### src/rtl/freq_frame_ctrl.sv
// ============================================================================
// freq_frame_ctrl
// ----------------------------------------------------------------------------
// Frame sequencer in front of the frequency-domain buffer.
//
// It takes the FFT output stream (sop/eop/valid + re/im) and regenerates a
// clean write stream of exactly TOT_SIZE entries per frame. Frames alternate
// between two banks. Each complete bank is published to the downstream reader
// through full_bank. The reader hands a bank back with rd_done/rd_bank.
// A frame is dropped when both banks are still held by the reader. A frame is
// discarded (and counted in err_cnt) when it ends early or restarts.
//
// Ports
//   sink_clk    in   single clock, rising edge
//   sink_reset  in   asynchronous, active-high reset
//   in_valid    in   upstream sample valid (no backpressure)
//   in_sop      in   upstream first sample of a frame
//   in_eop      in   upstream last sample of a frame
//   in_re/in_im in   upstream sample, DATA_WIDTH two's complement
//   buf_valid   out  1-cycle write strobe per accepted sample
//   buf_sop     out  first entry of a frame
//   buf_re/im   out  sample data; holds its last value between strobes
//   buf_bank    out  bank being written, held for the whole frame
//   full_bank   out  bit b = bank b holds a published frame
//   rd_bank     in   bank the reader releases
//   rd_done     in   1-cycle release pulse for rd_bank
//   busy        out  high while a frame is being filled
//   frame_cnt   out  frames published (saturating)
//   drop_cnt    out  frames dropped for lack of a free bank (saturating)
//   err_cnt     out  frames aborted or restarted (saturating)
// ============================================================================
module freq_frame_ctrl #(
   parameter int DATA_WIDTH = 20,
   parameter int TOT_SIZE   = 1024,
   parameter int CNT_WIDTH  = 16
) (
   input  logic                  sink_clk,
   input  logic                  sink_reset,
   input  logic                  in_valid,
   input  logic                  in_sop,
   input  logic                  in_eop,
   input  logic [DATA_WIDTH-1:0] in_re,
   input  logic [DATA_WIDTH-1:0] in_im,
   output logic                  buf_valid,
   output logic                  buf_sop,
   output logic [DATA_WIDTH-1:0] buf_re,
   output logic [DATA_WIDTH-1:0] buf_im,
   output logic                  buf_bank,
   output logic [1:0]            full_bank,
   input  logic                  rd_bank,
   input  logic                  rd_done,
   output logic                  busy,
   output logic [CNT_WIDTH-1:0]  frame_cnt,
   output logic [CNT_WIDTH-1:0]  drop_cnt,
   output logic [CNT_WIDTH-1:0]  err_cnt
);

   // idx must be able to count 0..TOT_SIZE
   localparam int                IDX_W    = $clog2(TOT_SIZE + 1);
   localparam logic [IDX_W-1:0]  LAST_IDX = IDX_W'(TOT_SIZE - 1);
   localparam logic [IDX_W-1:0]  ONE_IDX  = IDX_W'(1);

   typedef enum logic [1:0] {
      IDLE = 2'd0,
      FILL = 2'd1,
      DROP = 2'd2
   } state_t;

   state_t           state;
   logic             wr_bank;    // preferred bank for the next frame
   logic [IDX_W-1:0] idx;        // entries written in the current frame

   logic             free_ok;
   logic             free_sel;
   logic [1:0]       rel_mask;
   logic [1:0]       pub_mask;
   logic             is_last;

   // Saturating increment for the statistics counters.
   function automatic logic [CNT_WIDTH-1:0] sat_inc(input logic [CNT_WIDTH-1:0] c);
      return (&c) ? c : c + CNT_WIDTH'(1);
   endfunction

   // Free-bank selection looks only at the registered full_bank, so a
   // release requested this cycle is not yet visible here.
   always_comb begin
      free_ok  = 1'b1;
      free_sel = wr_bank;
      if (!full_bank[wr_bank]) begin
         free_sel = wr_bank;
      end else if (!full_bank[~wr_bank]) begin
         free_sel = ~wr_bank;
      end else begin
         free_ok  = 1'b0;
      end
   end

   always_comb begin
      rel_mask = rd_done ? (2'b01 << rd_bank) : 2'b00;
      pub_mask = 2'b01 << buf_bank;
      // The sample accepted now is the TOT_SIZE-th one of the frame.
      is_last  = (idx == LAST_IDX);
   end

   assign busy = (state == FILL);

   always_ff @(posedge sink_clk or posedge sink_reset) begin
      if (sink_reset) begin
         state     <= IDLE;
         wr_bank   <= 1'b0;
         idx       <= '0;
         buf_valid <= 1'b0;
         buf_sop   <= 1'b0;
         buf_re    <= '0;
         buf_im    <= '0;
         buf_bank  <= 1'b0;
         full_bank <= 2'b00;
         frame_cnt <= '0;
         drop_cnt  <= '0;
         err_cnt   <= '0;
      end else begin
         buf_valid <= 1'b0;
         buf_sop   <= 1'b0;

         // Release applies every cycle; a publish below overrides this
         // assignment with the release folded in, so both take effect.
         full_bank <= full_bank & ~rel_mask;

         case (state)
            // A start of frame in DROP is treated exactly like one in IDLE.
            IDLE, DROP: begin
               if (in_valid && in_sop) begin
                  if (free_ok) begin
                     buf_bank  <= free_sel;
                     buf_valid <= 1'b1;
                     buf_sop   <= 1'b1;
                     buf_re    <= in_re;
                     buf_im    <= in_im;
                     idx       <= ONE_IDX;
                     state     <= FILL;
                  end else begin
                     drop_cnt  <= sat_inc(drop_cnt);
                     state     <= DROP;
                  end
               end
            end

            FILL: begin
               if (in_valid) begin
                  // Every accepted sample is emitted, including the one
                  // that aborts the frame.
                  buf_valid <= 1'b1;
                  buf_re    <= in_re;
                  buf_im    <= in_im;
                  if (in_sop) begin
                     // Restart in the same bank; sop outranks eop.
                     buf_sop <= 1'b1;
                     idx     <= ONE_IDX;
                     err_cnt <= sat_inc(err_cnt);
                  end else if (is_last) begin
                     // Complete frame: eop is optional here.
                     full_bank <= (full_bank & ~rel_mask) | pub_mask;
                     frame_cnt <= sat_inc(frame_cnt);
                     wr_bank   <= ~buf_bank;
                     idx       <= '0;
                     state     <= IDLE;
                  end else if (in_eop) begin
                     // Short frame: discard without publishing.
                     err_cnt <= sat_inc(err_cnt);
                     idx     <= '0;
                     state   <= IDLE;
                  end else begin
                     idx <= idx + ONE_IDX;
                  end
               end
            end

            default: begin
               idx   <= '0;
               state <= IDLE;
            end
         endcase
      end
   end

endmodule

### config.mk
export PLATFORM = sky130hd
export DESIGN_NAME = freq_frame_ctrl
export DESIGN_NICKNAME = d
export VERILOG_FILES = /design/src/rtl/freq_frame_ctrl.sv
export SDC_FILE = /design/constraint.sdc
export NUM_CORES = 1
export LEC_CHECK = 0
export CAP_MARGIN = 0
export CORE_MARGIN = 5
export CORE_UTILIZATION = 37
export DETAILED_ROUTE_END_ITERATION = 16
export GPL_ROUTABILITY_DRIVEN = 1
export GPL_TIMING_DRIVEN = 0
export PLACE_DENSITY = 0.67
export SYNTH_ARGS = -nofsm -noshare
export SYNTH_HDL_FRONTEND = slang
export SYNTH_SLANG_ARGS = --single-unit
### constraint.sdc
create_clock -name sink_clk -period 3.9 [get_ports sink_clk]
set_clock_uncertainty 0.15 [all_clocks]
set_input_delay 0.585 -clock sink_clk [delete_from_list [all_inputs] [get_ports sink_clk]]
set_output_delay 0.585 -clock sink_clk [all_outputs]
set_load 0.02 [all_outputs]
# ---- Word level (Yosys, flattened, before mapping)
# Index checks and enable logic that the tools add are counted.
dict set report classes {
  n_shift 2
  n_lt_le_gt_ge 2
  reduce_logical 16
  mux 46
  n_addsub 4
  bitwise_logic 9
  n_eq_ne 9
}
# op count
set ops {}
lappend ops {{20-bit 2-to-1 mux} 6}
lappend ops {{20-bit one-hot mux with 2 select lines} 2}
lappend ops {{11-bit 2-to-1 mux} 6}
lappend ops {{16-bit 2-to-1 mux} 4}
lappend ops {{16-bit by 1-bit adder with 16-bit output, second input constant} 3}
lappend ops {{16-bit AND reduction} 3}
lappend ops {{2-bit 2-to-1 mux} 11}
lappend ops {{11-bit one-hot mux with 2 select lines} 1}
lappend ops {{4-bit AND reduction} 5}
lappend ops {{1-bit 2-to-1 mux} 13}
lappend ops {{11-bit by 1-bit adder with 11-bit output, second input constant} 1}
lappend ops {{11-bit by 10-bit equality test with 1-bit output, second input constant} 1}
lappend ops {{2-bit inequality test, second input constant} 5}
lappend ops {{1-bit NOT} 6}
lappend ops {{3-bit AND reduction} 2}
lappend ops {{5-bit AND reduction} 1}
lappend ops {{1-bit by 2-bit less-than comparator with 1-bit output, second input constant} 2}
lappend ops {{1-bit one-hot mux with 2 select lines} 2}
lappend ops {{2-bit one-hot mux with 2 select lines} 1}
lappend ops {{2-bit nonzero test} 2}
lappend ops {{1-bit by 1-bit left shift with 2-bit output, first input constant} 2}
lappend ops {{3-bit by 2-bit inequality test with 1-bit output, second input constant} 1}
lappend ops {{2-bit bitwise AND} 1}
lappend ops {{2-bit by 1-bit equality test with 1-bit output, second input constant} 1}
lappend ops {{6 further kinds} 6}
dict set report totals {
  in_bits 47
  reg_bits 107
  output_inout_bits 94
  elab_cells 100
}

# ---- Logic depth before layout (Yosys ltp)
dict set report logic_depth {
  ltp_word 9
  depth_mapped 7
  mapped_depth_nobuf 5
}

# ---- Least setup slack after synthesis
# No wires, ideal clock.
dict set report synth_timing {
  path_kind {input to register}
  from {input port in_valid}
  to {register buf_im[0]}
  t_arrival_ns 1.825
  setup_time_ns 0.125
  path_buffers 3
  required_time_ns 3.625
  stages 7
  slack_ns 1.800
  cell_sequence {buf_4 o21a_1 a31oi_1 a21o_1 buf_2 buf_4 mux2_2}
}
dict set report synth_between {
  elab_chain_len 3
  elab_cells_between_ends 4
  classes_between {eq/ne (2); reduce/logical (2)}
}
# element line_no
set synth_rtl {}
lappend synth_rtl {{start: declaration} 39} ;# input logic in_valid,
lappend synth_rtl {{1-bit logical AND} 132} ;# if (in_valid && in_sop) begin
lappend synth_rtl {{2-bit inequality test (no line)} n/a}
lappend synth_rtl {{4-bit AND reduction (no line) *} n/a}
lappend synth_rtl {{end signal: assignment} 138} ;# buf_im <= in_im;
lappend synth_rtl {{end signal: assignment} 154} ;# buf_im <= in_im;
lappend synth_rtl {{end: declaration} 47} ;# output logic [DATA_WIDTH-1:0] buf_im,
# Every way passes the cells marked *; elsewhere a longest branch is shown, timed or not.
# A chain may end at the register's enable or synchronous reset.

# ---- Final worst setup path
dict set report layout_timing {
  from {register state[0]}
  to {output port busy}
}
dict set report layout_between {
  elab_chain_len 1
}
# element line_no
set layout_rtl {}
lappend layout_rtl {{start: declaration} 69} ;# state_t state;
lappend layout_rtl {{start signal: assignment} 109} ;# state <= IDLE;
lappend layout_rtl {{start signal: assignment} 140} ;# state <= FILL;
lappend layout_rtl {{start signal: assignment} 143} ;# state <= DROP;
lappend layout_rtl {{2-bit by 1-bit equality test with 1-bit output} 105} ;# assign busy = (state == FILL);
lappend layout_rtl {{end: declaration} 52} ;# output logic busy,
# No other way between the ends.

==> run metrics <==
post-CTS setup repair buffer count 0; port bufs 139; Global Route Usage Sum 0.151; Hold-fix buffers, CTS 0; status complete, no violations; fin crit share 0.652; Syn Inst Count 423; final instance area 7210 um^2; Setup TNS 0 ns; P_leak 3.11 nW; worst vdd ir 0.206 mV; I/O pin count 141; Async SR Flop Fraction 1.00; Top FF cell, synth dfrtp_1; total chip power 3.12 mW; Num CTS Buffers 9; Slew Viols, Final 0; commonest non-fill, non-tap cell in the layout clkdlybuf4s50_1; Filler Cell Count 1188; antenna diode count 0; critical path arrival 1.81 ns; Worst Max-Slew Pin Slew 0.664 ns; final WL 12200 um; Post-DRT Antenna Nets 0; CTS tree done; Layout Nets 625; Reg clk slew, reported paths 0.07 ns; Area Growth Syn to Fin 38.3%; Ys Warns 0; fin crit period 2.54 ns; std cell rows 43; placed wire-length estimate 9070 um; highest-count cells in the layout ignoring fill and taps 139 x clkdlybuf4s50_1, 107 x dfrtp_1, 46 x mux2_2; global placement routability congestion 0.764; CP required 3.16 ns; DR vias/cell 5.13; Netlist cell types 56; number of synthesized flops with an enable pin 0; Worst-Skew Late Latency 0.36 ns; Mapped Nets 474; Num Clock Sinks 107; share of the synthesized area in the top cell type 0.514; crit start category flip-flop; top post-synthesis cells by area dfrtp_1 51%, mux2_2 9.9%, xor2_1 5.7%, nor4_2 2.6%, and4_1 2.0%; Die H 129 um; Fmax 0.393 GHz; Seq cells post-synth 107; First-pass DRT Iterations 4; Synth area leader dfrtp_1; DRC 0; Worst Setup End Kind primary output; H-tree levels 3; number of global-route vias before repair 3964; DIE WIDTH 129 um; # setup viols final 0; PostCTS Resize Cnt 0; RSZ-0062 raised after global routing false; PwrDens 433 nW/um^2; Crit Path Max Fanout 10; pin count of the biggest net entering global routing 66; synthesized cell area 5210 um^2; pre-CTS setup slack 1.20 ns; max_cap viols 0; initial antenna violation count 0; post-route setup slack 1.36 ns; Die Area 16600 um^2; placed cell area 6860 um^2; initial core utilization 0.377; DR vias 3892; sequential-to-total area share from yosys stat 0.514; Max clock buf depth 2; Rel. slew slack 0.558; share of layout cells above drive strength 1 0.202; HP Class primary input to flip-flop; CTS root buf clkbuf_16; GRT overflow 0; WL per Instance 16.0 um; initial drt markers 146; Final Hold Viols 0; crit path kind flip-flop to primary output; Avg Cell Area, Syn 12.3 um^2; Core Region 13800 um^2; first-pass GRT wire length 20200 um
==> worst max-delay path, cell delays in order, from the launching register on <==
cell             delay (ns)
dfrtp_1                0.34
buf_2                  0.19
inv_1                  0.07
nor2_1                 0.21
clkdlybuf4s50_1        0.65
==> per-stage QoR <==
| step | util | cells | hold WS [ns] |
|---|---|---|---|
| final | 0.521 | 759 | 0.323 |
| after global routing | 0.521 | 759 | 0.339 |
| after CTS | 0.521 | 759 | 0.312 |
| after detailed placement | 0.496 | 743 | 0.325 |
| after global placement | 0.494 | 742 | 0.315 |
| after floorplan | - | 423 | 0.300 |
==> final timing paths <==
check | from | to | slack, ns | cells after the start
max in group asynchronous | sink_reset | err_cnt[13] | 2.40 | 3
max | state[0] | busy | 1.36 | 4
min reg2reg | wr_bank | wr_bank | 0.34 | 2
max reg2reg | idx[0] | frame_cnt[1] | 1.75 | 5
min | in_valid | state[0] | 0.32 | 2
min in group asynchronous | sink_reset | buf_valid | 0.49 | 2
==> routing by layer <==
layer  up-vias  wire [um]  GRT usage
met2       103       5730      0.232
met4         0        223     0.0562
met1      1913       5350      0.198
li1       1863          -          -
met3        13        852     0.0506
met5         -          0          0
==> sequential cells by signal (all words and copies together), names as in the netlist <==
| signal | cells |
|---|---|
| wr_bank | 1 |
| frame_cnt | 16 |
| buf_re | 20 |
| buf_bank | 1 |
| buf_im | 20 |
| drop_cnt | 16 |
| buf_sop | 1 |
| idx | 11 |
| err_cnt | 16 |
| state | 2 |
| full_bank | 2 |
| buf_valid | 1 |
==> synthesized netlist by cell type, types with 2 or more instances <==
cell type,n
dfrtp_1,107
mux2_2,46
xor2_1,34
nand2_1,25
nand3_1,16
nand4_1,15
a21oi_1,12
and4_1,12
inv_1,11
nor4_2,11
o21ai_0,10
buf_4,8
and2_1,7
buf_2,7
nor2_1,7
xnor2_1,7
a211oi_1,6
o31ai_1,6
a211oi_2,5
and3_1,5
or4_1,5
buf_6,4
ha_1,4
nor3_1,4
a2111oi_2,3
and3b_1,3
nand3b_1,3
nor4_1,3
o211ai_1,3
a31oi_1,2
nor2b_1,2
nor4_4,2
nor4b_2,2
o211a_1,2
o21a_1,2
or3_1,2
==> logic make-up (layout without fill, tap and decap cells) <==
logic type,count (synthesis),in the layout,synth area share
compound gates,56,56,0.0809
flops,107,107,0.514
mux,47,47,0.101
fa+ha+maj,4,4,0.00960
xor+xnor,41,41,0.0689
simple gates,138,138,0.191
buf+inv,30,186,0.0348
==> layout make-up <==
| cell class | instances | area [um^2] | area share |
|---|---|---|---|
| Sequential cell | 107 | 2680 | 0.371 |
| Tap cell | 180 | 225 | 0.0312 |
| Clock inverter | 6 | 111 | 0.0154 |
| Buffer | 19 | 140 | 0.0194 |
| Multi-Input combinational cell | 286 | 2350 | 0.326 |
| Inverter | 11 | 43.8 | 0.00607 |
| Clock buffer | 10 | 239 | 0.0331 |
| Timing Repair Buffer | 140 | 1420 | 0.197 |
==> power by group <==
group	internal (mW)	total, mW	switching [mW]
Combinational	0.383	0.736	0.353
Sequential	1.23	1.32	0.0881
Clock	0.646	1.06	0.418
Total	2.26	3.12	0.860
(Power assumes the default switching activity.)
